### src/rtl/eeprom_arbiter_pkg.sv
// eeprom_arb_pkg: shared types and defaults for the EEPROM read arbiter.
//   state_t       - arbiter FSM states
//   DEF_*         - default parameter values
//   idx_w()       - width of a requester index (at least 1 bit)
package eeprom_arb_pkg;

  typedef enum logic [1:0] {
    IDLE  = 2'd0,
    ISSUE = 2'd1,
    WAIT  = 2'd2,
    DONE  = 2'd3
  } state_t;

  localparam int DEF_NUM_REQ        = 3;
  localparam int DEF_ADDR_W         = 11;
  localparam int DEF_DATA_W         = 32;
  localparam int DEF_TIMEOUT_CYCLES = 1_000_000;

  function automatic int idx_w(input int n);
    return (n > 1) ? $clog2(n) : 1;
  endfunction

endpackage

### src/rtl/eeprom_arbiter_if.sv
// eeprom_arbiter_if: requester-side and EEPROM-reader-side signals of the arbiter.
//   slave  - arbiter view (consumes requests/reader data, drives acks/strobe)
//   master - environment view (requesters plus EEPROM reader)
interface eeprom_arbiter_if #(
  parameter int NUM_REQ = 3,
  parameter int ADDR_W  = 11,
  parameter int DATA_W  = 32
);
  logic [NUM_REQ-1:0]        req_i;
  logic [NUM_REQ*ADDR_W-1:0] req_addr_i;
  logic [NUM_REQ-1:0]        ack_o;
  logic [DATA_W-1:0]         rsp_data_o;
  logic                      rsp_err_o;
  logic                      busy_o;
  logic                      ee_read_o;
  logic [ADDR_W-1:0]         ee_addr_o;
  logic [DATA_W-1:0]         ee_data_i;
  logic                      ee_data_ready_i;

  modport slave (
    input  req_i, req_addr_i, ee_data_i, ee_data_ready_i,
    output ack_o, rsp_data_o, rsp_err_o, busy_o, ee_read_o, ee_addr_o
  );

  modport master (
    output req_i, req_addr_i, ee_data_i, ee_data_ready_i,
    input  ack_o, rsp_data_o, rsp_err_o, busy_o, ee_read_o, ee_addr_o
  );
endinterface

### src/rtl/eeprom_arbiter_rr_pick.sv
// rr_pick: combinational round-robin selector.
//   req   - request vector
//   ptr   - highest-priority index this round
//   valid - any request set
//   idx   - first set request at or above ptr, wrapping to 0
module rr_pick
  import eeprom_arb_pkg::*;
#(
  parameter int NUM_REQ = DEF_NUM_REQ,
  parameter int IDX_W   = idx_w(NUM_REQ)
) (
  input  logic [NUM_REQ-1:0] req,
  input  logic [IDX_W-1:0]   ptr,
  output logic               valid,
  output logic [IDX_W-1:0]   idx
);

  int cand;

  // Scan offsets from farthest to nearest so the nearest hit is the last write.
  always_comb begin
    valid = 1'b0;
    idx   = '0;
    cand  = 0;
    for (int k = NUM_REQ - 1; k >= 0; k--) begin
      cand = int'(ptr) + k;
      if (cand >= NUM_REQ) cand = cand - NUM_REQ;
      if (req[cand]) begin
        valid = 1'b1;
        idx   = IDX_W'(cand);
      end
    end
  end

endmodule

### src/rtl/eeprom_arbiter.sv
// eeprom_arbiter: shares one EEPROM reader among NUM_REQ requesters.
//   clk, reset_n - clock, async active-low reset
//   bus (slave)  - req_i/req_addr_i in, ack_o/rsp_data_o/rsp_err_o/busy_o out,
//                  ee_read_o/ee_addr_o to the reader, ee_data_i/ee_data_ready_i back
// One transaction at a time: IDLE grants round-robin, ISSUE strobes the reader,
// WAIT collects data or times out, DONE pulses the granted requester's ack.
module eeprom_arbiter
  import eeprom_arb_pkg::*;
#(
  parameter int NUM_REQ        = DEF_NUM_REQ,
  parameter int ADDR_W         = DEF_ADDR_W,
  parameter int DATA_W         = DEF_DATA_W,
  parameter int TIMEOUT_CYCLES = DEF_TIMEOUT_CYCLES
) (
  input  logic             clk,
  input  logic             reset_n,
  eeprom_arbiter_if.slave  bus
);

  localparam int IDX_W = idx_w(NUM_REQ);
  localparam int TMR_W = $clog2(TIMEOUT_CYCLES + 1);
  localparam logic [TMR_W-1:0] TMR_LAST = TMR_W'(TIMEOUT_CYCLES - 1);
  localparam logic [TMR_W-1:0] TMR_MAX  = {TMR_W{1'b1}};
  localparam logic [IDX_W-1:0] IDX_LAST = IDX_W'(NUM_REQ - 1);

  state_t               state;
  logic [IDX_W-1:0]     ptr;
  logic [IDX_W-1:0]     gnt;
  logic [ADDR_W-1:0]    addr;
  logic [DATA_W-1:0]    data;
  logic                 err;
  logic [TMR_W-1:0]     timer;
  logic [NUM_REQ-1:0]   ack_q;
  logic                 rd_q;

  logic                 pick_vld;
  logic [IDX_W-1:0]     pick_idx;

  rr_pick #(.NUM_REQ(NUM_REQ), .IDX_W(IDX_W)) u_pick (
    .req   (bus.req_i),
    .ptr   (ptr),
    .valid (pick_vld),
    .idx   (pick_idx)
  );

  always_ff @(posedge clk or negedge reset_n) begin
    if (!reset_n) begin
      state <= IDLE;
      ptr   <= '0;
      gnt   <= '0;
      addr  <= '0;
      data  <= '0;
      err   <= 1'b0;
      timer <= '0;
      ack_q <= '0;
      rd_q  <= 1'b0;
    end else begin
      case (state)
        IDLE: begin
          if (pick_vld) begin
            gnt   <= pick_idx;
            addr  <= bus.req_addr_i[int'(pick_idx)*ADDR_W +: ADDR_W];
            rd_q  <= 1'b1;
            state <= ISSUE;
          end
        end
        ISSUE: begin
          rd_q  <= 1'b0;
          timer <= '0;
          state <= WAIT;
        end
        WAIT: begin
          // Ready is checked first so it wins over a coincident timeout.
          if (bus.ee_data_ready_i) begin
            data  <= bus.ee_data_i;
            err   <= 1'b0;
            ack_q <= NUM_REQ'(1) << gnt;
            state <= DONE;
          end else if (timer == TMR_LAST) begin
            data  <= '0;
            err   <= 1'b1;
            ack_q <= NUM_REQ'(1) << gnt;
            state <= DONE;
          end else if (timer != TMR_MAX) begin
            timer <= timer + 1'b1;
          end
        end
        DONE: begin
          ack_q <= '0;
          ptr   <= (gnt == IDX_LAST) ? '0 : gnt + 1'b1;
          state <= IDLE;
        end
        default: state <= IDLE;
      endcase
    end
  end

  assign bus.ack_o      = ack_q;
  assign bus.ee_read_o  = rd_q;
  assign bus.busy_o     = (state != IDLE);
  assign bus.ee_addr_o  = addr;
  assign bus.rsp_data_o = data;
  assign bus.rsp_err_o  = err;

endmodule

### src/flat_wrapper.sv
// flat-port wrapper written by rule: the top's interface ports become plain ports
module eeprom_arbiter_flat import eeprom_arb_pkg::*;
#(
  parameter int NUM_REQ        = DEF_NUM_REQ,
  parameter int ADDR_W         = DEF_ADDR_W,
  parameter int DATA_W         = DEF_DATA_W,
  parameter int TIMEOUT_CYCLES = DEF_TIMEOUT_CYCLES
)
  (clk, reset_n, bus_req_i, bus_req_addr_i, bus_ee_data_i, bus_ee_data_ready_i, bus_ack_o, bus_rsp_data_o, bus_rsp_err_o, bus_busy_o, bus_ee_read_o, bus_ee_addr_o);
  eeprom_arbiter_if #(.NUM_REQ(NUM_REQ), .ADDR_W(ADDR_W), .DATA_W(DATA_W)) bus_i ();
  input  logic clk;
  input  logic reset_n;
  input wire logic [$bits(bus_i.req_i)-1:0] bus_req_i;
  input wire logic [$bits(bus_i.req_addr_i)-1:0] bus_req_addr_i;
  input wire logic [$bits(bus_i.ee_data_i)-1:0] bus_ee_data_i;
  input wire logic [$bits(bus_i.ee_data_ready_i)-1:0] bus_ee_data_ready_i;
  output wire logic [$bits(bus_i.ack_o)-1:0] bus_ack_o;
  output wire logic [$bits(bus_i.rsp_data_o)-1:0] bus_rsp_data_o;
  output wire logic [$bits(bus_i.rsp_err_o)-1:0] bus_rsp_err_o;
  output wire logic [$bits(bus_i.busy_o)-1:0] bus_busy_o;
  output wire logic [$bits(bus_i.ee_read_o)-1:0] bus_ee_read_o;
  output wire logic [$bits(bus_i.ee_addr_o)-1:0] bus_ee_addr_o;
  assign bus_i.req_i = bus_req_i;
  assign bus_i.req_addr_i = bus_req_addr_i;
  assign bus_i.ee_data_i = bus_ee_data_i;
  assign bus_i.ee_data_ready_i = bus_ee_data_ready_i;
  assign bus_ack_o = bus_i.ack_o;
  assign bus_rsp_data_o = bus_i.rsp_data_o;
  assign bus_rsp_err_o = bus_i.rsp_err_o;
  assign bus_busy_o = bus_i.busy_o;
  assign bus_ee_read_o = bus_i.ee_read_o;
  assign bus_ee_addr_o = bus_i.ee_addr_o;
  eeprom_arbiter #(.NUM_REQ(NUM_REQ), .ADDR_W(ADDR_W), .DATA_W(DATA_W), .TIMEOUT_CYCLES(TIMEOUT_CYCLES)) u_core (.clk(clk), .reset_n(reset_n), .bus(bus_i));
endmodule
### config.mk
export PLATFORM = sky130hd
export DESIGN_NAME = eeprom_arbiter_flat
export DESIGN_NICKNAME = d
export VERILOG_FILES = /design/src/rtl/eeprom_arbiter_pkg.sv /design/src/rtl/eeprom_arbiter_if.sv /design/src/rtl/eeprom_arbiter_rr_pick.sv /design/src/rtl/eeprom_arbiter.sv /design/src/flat_wrapper.sv
export SDC_FILE = /design/constraint.sdc
export NUM_CORES = 1
export LEC_CHECK = 0
export CORE_UTILIZATION = 50
export DETAILED_ROUTE_END_ITERATION = 10
export GPL_TIMING_DRIVEN = 0
export MAX_ROUTING_LAYER = met4
export PLACE_DENSITY = 0.86
export SYNTH_ARGS = -nofsm -noshare
export SYNTH_HDL_FRONTEND = slang
export SYNTH_SLANG_ARGS = --single-unit
export TNS_END_PERCENT = 1
### constraint.sdc
create_clock -name clk -period 3.4 [get_ports clk]
set_input_delay 0.51 -clock clk [delete_from_list [all_inputs] [get_ports clk]]
set_output_delay 0.51 -clock clk [all_outputs]
set_load 0.005 [all_outputs]
==> summary.md, run 1 <==
| Metric | Value |
|---|---|
| Status | complete, no violations |
| Non-Filler Instances | 630 |
| RSZ-0062 raised after global routing | no |
| Fin. max-slew vios | 0 |
| Setup TNS | 0 ns |
| Critical Path RT | roughly 2.9 ns |
| Tcrit/Tclk final | around four fifths |
| Clk slew on worst S/H paths | around 0.080 ns |
| Area growth from synthesis to layout | 41.2% |
| Sequential fraction of the synthesis area | around half |
| IO Pins | between 100 and 150 |
| Worst slew margin | between 50% and 60% |
| Setup clock skew after layout | 0.0137 ns |
| Asr flop ratio synth | 100% |
| Placed cells | slightly above 600 |
| Post-CTS setup buffers | 0 |
| Crit path capture type | output port |
| Clk Latency, worst-skew pair | around 0.36 ns |
| Final WL | 9.48 mm |
| Core Region | between 0.007 and 0.008 mm² |
| Most frequent cells in the layout | 118 x clkdlybuf4s50_1, 81 x nand2_1, 74 x dfrtp_1, 46 x nand3_1, 22 x nor2_1 |
| Synth Flop Type | dfrtp_1 |
| Largest net degree at the start of global routing | 75 |
| Syn Area/Cell | approximately 9.5 µm² |
| Hpwl dp | between 6 and 7 mm |
| Layout cells sized above 1 | under 10% |
| Nets@finish | a little over 600 |
| Peak VDD IR | 0.000391 V |
| Post-synth cell types | 49 |
| Post_cts resized | 0 |
| DRC | 0 |
| Final instance area | approximately 0.0053 mm² |
| LEAKAGE | approximately 0.0024 µW |
| Max Cap Viol | 0 |
| Final Hold Viols | 0 |
| Final Critical Period | between 2 and 3 ns |
| Initial DRC count | ~140 |
| Most common cell after layout, fill and taps aside | clkdlybuf4s50_1 |
| Worst setup path class | reg -> out |
| GRT Overall Usage | 25.4% |
| Routability cong. | ~0.8 |
| Via-per-instance ratio | around 5.4 |
| Post-synth EDFFs | 0 |
| CTS Buffer Depth | 2 |
| CTS tree | done |
| Synth Warn # | 0 |
| Vias in the first global route | 3312 |
| Final setup vio count | 0 |
| Area after DPL | between 0.005 and 0.006 mm² |
| I/O Buffers | 119 |
| First-pass GRT wire length | 14.7 mm |
| Global route total overflow | 0 |
| Die Width | just under 90 µm |
| CP dominant cell by count | inv_1 |
| Chip height | 88.7 µm |
| Routed len/inst | 15.0 µm |
| Worst-case reg-to-reg path depth | 8 |
| CP arrival | between 2 and 2.5 ns |
| Starting Density | between 50% and 60% |
| Least-Margin Pin Slew | ~0.74 ns |
| Overall power | about 4000 µW |
| CP peak stage delay | between 0.4 and 0.5 ns |
| Syn nets | 475 |
| Clock root buffer | clkbuf_8 |
| Slowest cell on crit path | clkdlybuf4s50_1 |
| Drt pass-1 iters | 4 |
| FMAX | approximately 370 MHz |
| Synth Cell Area | 0.00376 mm² |
| DRT antenna net count | 0 |
| N_diodes | 0 |
| Routed vias | 3403 |
| CTS Sinks | 74 |
| Rows | 31 |
| CTS HTree Levels | 3 |
| CTS Hold Bufs | 0 |
| Pre-CTS setup slack | about 0.7 ns |
| Worst-path fanout max | 10 |
| Cells after Synth | just under 400 |
| Die ar. | roughly 0.0079 mm² |
| Hold WC Path Type | in -> async |
| Pwr per Cell Area | just under 800 mW/mm² |
| Cell Chain, Critical Path | inv_1 -> ha_1 -> clkbuf_1 -> inv_1 -> clkdlybuf4s50_1 |
| Register bit count reported by yosys | 74 |
| Antenna violations before repair | 0 |
| CP Launch Type | register |
| Num CTS Buffers | 9 |
| Worst setup slack after layout | roughly 0.73 ns |
[flip-flops by register name, summed over array words and instances, names as in the netlist]
register,flops
u_core.bus.ack_o,3
u_core.bus.ee_addr_o,11
u_core.bus.ee_read_o,1
u_core.bus.rsp_data_o,32
u_core.bus.rsp_err_o,1
u_core.gnt,2
u_core.ptr,2
u_core.state,2
u_core.timer,20
[logic make-up (layout without fill, tap and decap cells)]
| logic type | after synthesis | count (layout) | share of synthesized area, % |
|---|---|---|---|
| compound gates | 51 | 51 | 9.76 |
| xor+xnor | 14 | 14 | 3.26 |
| fa+ha+maj | 9 | 9 | 3.00 |
| buf+inv | 32 | 168 | 4.03 |
| flops | 74 | 74 | 49.3 |
| mux | 20 | 20 | 5.43 |
| simple gates | 195 | 195 | 25.2 |
[through the flow]
| stage | util [%] | hold slack, ns |
|---|---|---|
| 3_5_place_dp | 70.3 | 0.483 |
| 5_1_grt | 73.1 | 0.178 |
| 2_1_floorplan | - | 0.214 |
| 6_report | 73.1 | 0.156 |
| 3_3_place_gp | 69.9 | 0.467 |
| 4_1_cts | 73.1 | 0.156 |
[area by class of cell]
cell class              instances  area (µm²)
inverters                      11        41.3
plain buffers                  21         110
well taps                      99         124
clock inverters                 7        83.8
flip-flops and latches         74        1850
fillers                       530        1950
multi-input cells             289        1750
repair buffers                120        1220
clock buffers                   9         124
[per-layer routing]
metal	wire, µm	global-route usage, %	vias up
met3	515	5.13	30
met5	0	-	-
met4	296	12.0	0
li1	-	-	1636
met2	4890	44.1	116
met1	3780	27.9	1621
[cell usage after synthesis, types with 3 or more instances]
cell type	number	share of area (%)
mux2_2	3	0.90
nand2_1	81	8.1
nor4_1	3	0.50
and3_1	6	1.0
buf_1	4	0.40
xor2_1	12	2.8
nand3_1	46	6.1
inv_1	11	1.1
a21oi_1	7	0.93
or3_1	4	0.67
o21ai_0	8	1.1
a32oi_1	11	2.6
dfrtp_1	74	49
clkbuf_1	7	0.70
o21ai_1	12	1.6
nand4_1	4	0.67
a22o_1	3	0.70
nand2b_1	5	0.83
ha_1	9	3.0
mux2i_1	17	4.5
buf_2	7	0.93
buf_6	3	0.90
nor2_1	22	2.2
nand3b_1	4	0.80
[critical path, delay by kind of cell, from the launching register on]
kind | cells | cell delay (ns)
buf+inv | 4 | 1.06
flops | 1 | 0.41
fa+ha+maj | 1 | 0.33
[worst paths after layout]
| path | startpoint | endpoint | slack (ns) |
|---|---|---|---|
| max in group asynchronous | reset_n | u_core.bus.ee_addr_o[0] | 2.94 |
| min in group clk | u_core.bus.rsp_data_o[27] | u_core.bus.rsp_data_o[27] | 0.50 |
| setup reg to reg | u_core.ptr[0] | u_core.bus.ee_addr_o[9] | 0.88 |
| hold reg to reg | u_core.bus.rsp_data_o[27] | u_core.bus.rsp_data_o[27] | 0.50 |
| setup / recovery | u_core.state[0] | bus_busy_o | 0.73 |
| hold / removal | reset_n | u_core.timer[16] | 0.16 |
[power breakdown]
part           switching, µW  internal, µW  total (µW)  leakage, µW
sequential               194          1190        1390     0.000954
combinational            959          1050        2010      0.00133
clock                    360           353         712     0.000103
total                   1510          2600        4110      0.00239
Note: power is estimated with default switching activity, not from simulation.
==> inputs of run 2 (changes only) <==
--- a/config.mk
+++ b/config.mk
@@ -5,11 +5,11 @@
 export SDC_FILE = /design/constraint.sdc
 export NUM_CORES = 1
 export LEC_CHECK = 0
-export CORE_UTILIZATION = 50
+export CORE_UTILIZATION = 42
 export DETAILED_ROUTE_END_ITERATION = 10
 export GPL_TIMING_DRIVEN = 0
 export MAX_ROUTING_LAYER = met4
-export PLACE_DENSITY = 0.86
+export PLACE_DENSITY = 0.77
 export SYNTH_ARGS = -nofsm -noshare
 export SYNTH_HDL_FRONTEND = slang
 export SYNTH_SLANG_ARGS = --single-unit
==> constraint.sdc (replaced) <==
create_clock -name clk -period 2.35 [get_ports clk]
set_input_delay 0.3525 -clock clk [delete_from_list [all_inputs] [get_ports clk]]
set_output_delay 0.3525 -clock clk [all_outputs]
set_load 0.005 [all_outputs]
==> run 2 against run 1 <==
Power up 52%. Critical path type is now reg -> reg. Critical path depth up 5. Clock-buffer cell count up 2. Core utilization down 10 points. First-iteration DRC count up 2.9%. Clock skew about the same. Design area up 3.1%. Via count up 1.6%. Critical endpoint is now u_core.bus.ee_addr_o[6]. Sequential share of layout area down 1.1 points. Setup slack worse by 0.72 ns. Non-clock buffer count up 4. Sequential cell count unchanged.
==> summary.md, run 2 (synthesized netlist as in run 1, its figures left out) <==
| Metric | Value |
|---|---|
| Status | complete, no violations |
| Die Width | 96.6 µm (+8.9%) |
| Vias in the first global route | 3466 (+4.6%) |
| Largest net degree at the start of global routing | 73 (-2.7%) |
| Initial DRC count | 143 (+2.9%) |
| Chip height | 96.6 µm (+8.9%) |
| DRT antenna net count | 0 (unchanged) |
| Die ar. | 0.00933 mm² (+19%) |
| Tcrit/Tclk final | around 99% |
| CTS Buffer Depth | 2 (unchanged) |
| Max reg flops | 32 (unchanged) |
| Least-Margin Pin Slew | 0.587 ns (-0.156 ns) |
| Part of the power in registers | 32.1% (-1.7 points) |
| Worst-case reg-to-reg path depth | 10 (+2) |
| Worst setup slack after layout | 0.0137 ns (-0.716 ns) |
| Pre-CTS setup slack | -0.182 ns (-0.862 ns) |
| Final core utilization | 63.0% (-10 points) |
| Via-per-instance ratio | 5.38 (-0.47%) |
| DRC | 0 (unchanged) |
| Setup clock skew after layout | 0.0139 ns (+0.000209 ns) |
| Critical Path RT | 2.57 ns (-0.32 ns) |
| Hpwl dp | 6.69 mm (-2.4%) |
| Fin. max-slew vios | 0 (unchanged) |
| Worst setup path class | reg -> reg |
| Antenna violations before repair | 0 (unchanged) |
| Nets@finish | 610 (+0.66%) |
| Global route total overflow | 0 (unchanged) |
| Drt pass-1 iters | 4 (unchanged) |
| Crit path capture type | register |
| Worst-case hold slack | 0.350 ns (+0.193 ns) |
| Max Cap Viol | 0 (unchanged) |
| Final Critical Period | 2.34 ns |
| Final setup vio count | 0 (unchanged) |
| Area after DPL | 0.00511 mm² (+0.22%) |
| Clock power share | 16.1% (-1.2 points) |
| Peak VDD IR | 0.000562 V (+44%) |
| First-pass GRT wire length | 15.4 mm (+4.6%) |
| LEAKAGE | 0.00244 µW (+2.0%) |
| IO Pins | 120 (unchanged) |
| Switching part of the total | 36.3% (-0.46 points) |
| Clock root buffer | clkbuf_8 |
| Overall power | 6260 µW (+52%) |
| RSZ-0062 raised after global routing | yes |
| Clk Latency, worst-skew pair | 0.35 ns (about the same) |
| Core Region | 0.00868 mm² (+20%) |
| Worst slew margin | 60.5% (+10 points) |
| Int Power | 3990 µW (+53%) |
| Routed vias | 3457 (+1.6%) |
| Logic pwr share | 51.8% (+2.9 points) |
| Starting Density | 43.3% (-8.5 points) |
| CTS Sinks | 74 (unchanged) |
| CP Launch Type | register |
| Rows | 34 (+9.7%) |
| Most common cell after layout, fill and taps aside | clkdlybuf4s50_1 |
| CTS HTree Levels | 3 (unchanged) |
| Pwr per Cell Area | 1150 mW/mm² (+48%) |
| I/O Buffers | 119 (unchanged) |
| Flop2flop setup slack | 0.01 ns (-0.87 ns) |
| Final instance area | 0.00547 mm² (+3.1%) |
| GRT Overall Usage | 21.9% (-3.5 points) |
| Worst-path fanout max | 10 (unchanged) |
| Final WL | 9.67 mm (+2.1%) |
| CTS tree | done |
| Num CTS Buffers | 9 (unchanged) |
| Routability cong. | 0.807 (+0.55%) |
| N_diodes | 0 (unchanged) |
| Layout cells sized above 1 | 13.5% (+5.7 points) |
| Final Hold Viols | 0 (unchanged) |
| Most frequent cells in the layout | 118 x clkdlybuf4s50_1, 81 x nand2_1, 74 x dfrtp_1, 46 x nand3_1, 22 x nor2_1 |
| Area growth from synthesis to layout | 45.6% |
| CP arrival | 2.56 ns (+0.40 ns) |
| Net switching power | 2270 µW (+50%) |
| Hold WC Path Type | in -> async |
| Clk slew on worst S/H paths | 0.07 ns (about the same) |
| Routed len/inst | 15.0 µm (about the same) |
| FMAX | about 430 MHz |
-- run 2: final cells by class --
type / instances / area, µm²
clock inverter: 5 / 52.6
fill: 753 / 3210
buffer: 21 / 128
clock buffer: 11 / 151
tap: 108 / 135
multi-input combinational: 289 / 1860
sequential: 74 / 1850
timing repair buffer: 124 / 1250
inverter: 11 / 41.3
-- run 2: what timing repair did --
action,4_1_cts,5_1_grt
hold buffers,1,0
setup endpoints to repair,11,50
gates resized for setup,4,39
hold endpoints to repair,2,0
pin swaps,0,5
gates cloned,0,1
buffers inserted,0,2
-- run 2: metal layers --
layer  GRT usage [%]  part of all wire, %  up-vias
met1            24.9                   40     1648
met4            7.48                  1.7        0
met5               -                    0        -
li1                -                    -     1645
met3            6.49                  9.9       17
met2            36.9                   48      147
-- run 2: power by group through the flow --
stage,logic (µW),registers (µW),clock network [µW]
3_5_place_dp,2910,2020,0
6_report,3250,2010,1010
2_1_floorplan,1570,2020,0
3_3_place_gp,2820,2000,0
4_1_cts,2950,2000,1040
5_1_grt,3590,2060,1090
-- run 2: worst max-delay path, cell delays in order (launching register included) --
cell and delay (ns):
dfrtp_1 0.41, inv_2 0.07, ha_2 0.17, buf_6 0.12, mux2i_4 0.23, mux2i_2 0.11
or3_4 0.42, and3_4 0.18, buf_4 0.18, a32oi_1 0.24, o21ai_2 0.08
-- run 2: path summary, 6_finish.rpt --
kind                                           from                       end
max reg2reg                           u_core.ptr[1]   u_core.bus.ee_addr_o[6]
min                                         reset_n   u_core.bus.ee_addr_o[6]
min reg2reg                u_core.bus.ee_addr_o[10]  u_core.bus.ee_addr_o[10]
max                                   u_core.ptr[1]   u_core.bus.ee_addr_o[6]
min in group clk           u_core.bus.ee_addr_o[10]  u_core.bus.ee_addr_o[10]
max in group asynchronous                   reset_n  u_core.bus.rsp_data_o[0]
-- run 2: metrics by stage --
stage / setup TNS [ns] / instances
after floorplan: 0 / 395
after global placement: -122.05 / 622
after detailed placement: -1.68 / 623
after CTS: -0.0150 / 640
after global routing: -0.849 / 643
final: 0 / 643
==> variant: new RTL, flow settings as in run 1 <==
Reset style: synchronous (`reset_n`), changed in one clocked block. Comments in the files are not updated.
--- a/src/rtl/eeprom_arbiter.sv
+++ b/src/rtl/eeprom_arbiter.sv
@@ -43,7 +43,7 @@
     .idx   (pick_idx)
   );
 
-  always_ff @(posedge clk or negedge reset_n) begin
+  always_ff @(posedge clk) begin
     if (!reset_n) begin
       state <= IDLE;
       ptr   <= '0;
Behaviour: differs if reset_n is asserted again (counterexample within 4 cycles, from zero or initial values and one cycle with reset_n low); with reset_n held inactive, the same outputs for 4 cycles.
==> variant against run 1 <==
  * Sequential cell count unchanged
  * Final cell count increased by 8.6%
  * Count of clock-buffer cells in the layout increased by 1
  * Utilization down 0.15 points
  * Critical endpoint is now u_core.bus.ee_addr_o[9]
  * Synthesized area increased by 3.0%
  * Hold slack gained 310 ps
  * Final area rose by 1.4%
  * Worst setup slack improved by 270 ps
  * Routed wire length up 9.6%
  * Via count increased by 16%
  * Global-route usage grew 0.88 points
Power is not compared: it rests on default switching activity, and its combinational part moved more than twofold at a synthesized area within 25%.
==> variant: results <==
run_status:
  status: "completed"
worst_setup_path:
  path_max_fanout: 10
  r2r_slack_ps: 1000
  critPathSlowestCell: "or4_1"
  critPathArrivalTime_ps: 2650
  cpPeakStageDelay_ps: 510
route:
  first_pass_iters: 5
  via_per_inst: 5.77
  post_drt_wl_per_cell_um: 15.2
  drt-initial-drc-count: 290
cts:
  cts_buffer_depth: 2
  cts.reportedPaths.clkPinSlew_ps: 80
  clkLatencyLatePin_ps: 350
pwr:
  pg_comb_uw: 897
  comb_power_share: 0.338
  cell_internal_pwr_mw: 1.82
  p_leak_nw: 1.88
synthesis:
  synth.yosys.seq_area_share: 0.383
  async_reset_ff_frac: 0
  synth_nets: 531
  synth_common_cells: "dfxtp_1 (74), nand2_1 (52), nand3_1 (40), a21boi_1 (30), nor3_1 (23)"
  synth_area_leaders: "dfxtp_1 (38%), a21boi_1 (5.8%), nand3_1 (5.2%)"
  synthDistinctLibCells: 55
  ys_warn_count: 0
finish:
  nFillCells: 555
  layout.nets: 660
  largest_reg_flops: 32
  post_route_cells_drive_above_1_share: 0.0701
  antennaDiodeCount: 0
grt:
  gr-total-overflow: 0
  grt_pass1_wl_mm: 16.9
  gr-usage-met2: 0.428
  antenna_found_initial: 0
  grt_pass1_vias: 3517
  use_met1: 0.323
  gr-usage-met3: 0.0364
  grt_max_degree: 14
  grtUsageTotal: 0.263
timing:
  fin_worst_skew_ps: 9.97
  hold_slack_ps: 468
  max_slew_margin: 0.655
placement:
  io_buffer_count: 118
  routabilityCongestion: 0.912
  hpwl_mm: 7.69
min_path:
  hold_path.class: "register to register"
==> variant: cell types whose count changed after synthesis, sizes merged, moves of 15 or more <==
cell and delta:
nand2 -29, nor3 +21, nor2 -15, a21boi +32, dfrtp -74, dfxtp +74
==> variant: cell families (layout without fill, tap and decap cells) <==
family / count (synthesis) / count (layout) / synth area share
compound gates: 114 / 114 / 0.210
mux: 17 / 17 / 0.0443
fa+ha+maj: 9 / 9 / 0.0291
buf+inv: 40 / 174 / 0.0585
simple gates: 197 / 197 / 0.275
flops: 74 / 74 / 0.383
==> variant: per-layer routing <==
layer,up-vias,wire length [um]
li1,1935,-
met1,1825,4530
met2,165,5010
met3,25,571
met4,0,275
met5,-,0
==> variant: layout make-up <==
class,count,share of cell area
Multi-Input combinational cell,337,0.402
Timing Repair Buffer,118,0.220
Clock inverter,6,0.0123
Sequential cell,74,0.275
Clock buffer,10,0.0256
Tap cell,99,0.0230
Inverter,9,0.00628
Buffer,31,0.0358
==> variant: per-stage QoR <==
step	std cells	area, um2	utilization	setup WS [ps]
finish	684	5380	0.730	998
global route	684	5380	0.730	865
CTS	684	5380	0.730	1000
detailed placement	668	5170	0.702	712
global placement	668	5170	0.702	763
floorplan	451	3870	-	1180
==> variant: worst max-delay path, delay by kind of cell, from the launching register on <==
family,cells,cell delay (ps)
simple gates,2,730
compound gates,3,540
flops,1,370
buf+inv,3,360
fa+ha+maj,1,310
==> variant: path summary, 6_finish.rpt <==
path,end,cells past startpoint,startpoint
min reg2reg,u_core.bus.rsp_data_o[19],2,u_core.bus.rsp_data_o[19]
min,u_core.bus.rsp_data_o[19],2,u_core.bus.rsp_data_o[19]
max reg2reg,u_core.bus.ee_addr_o[9],9,u_core.ptr[0]
max,u_core.bus.ee_addr_o[9],9,u_core.ptr[0]
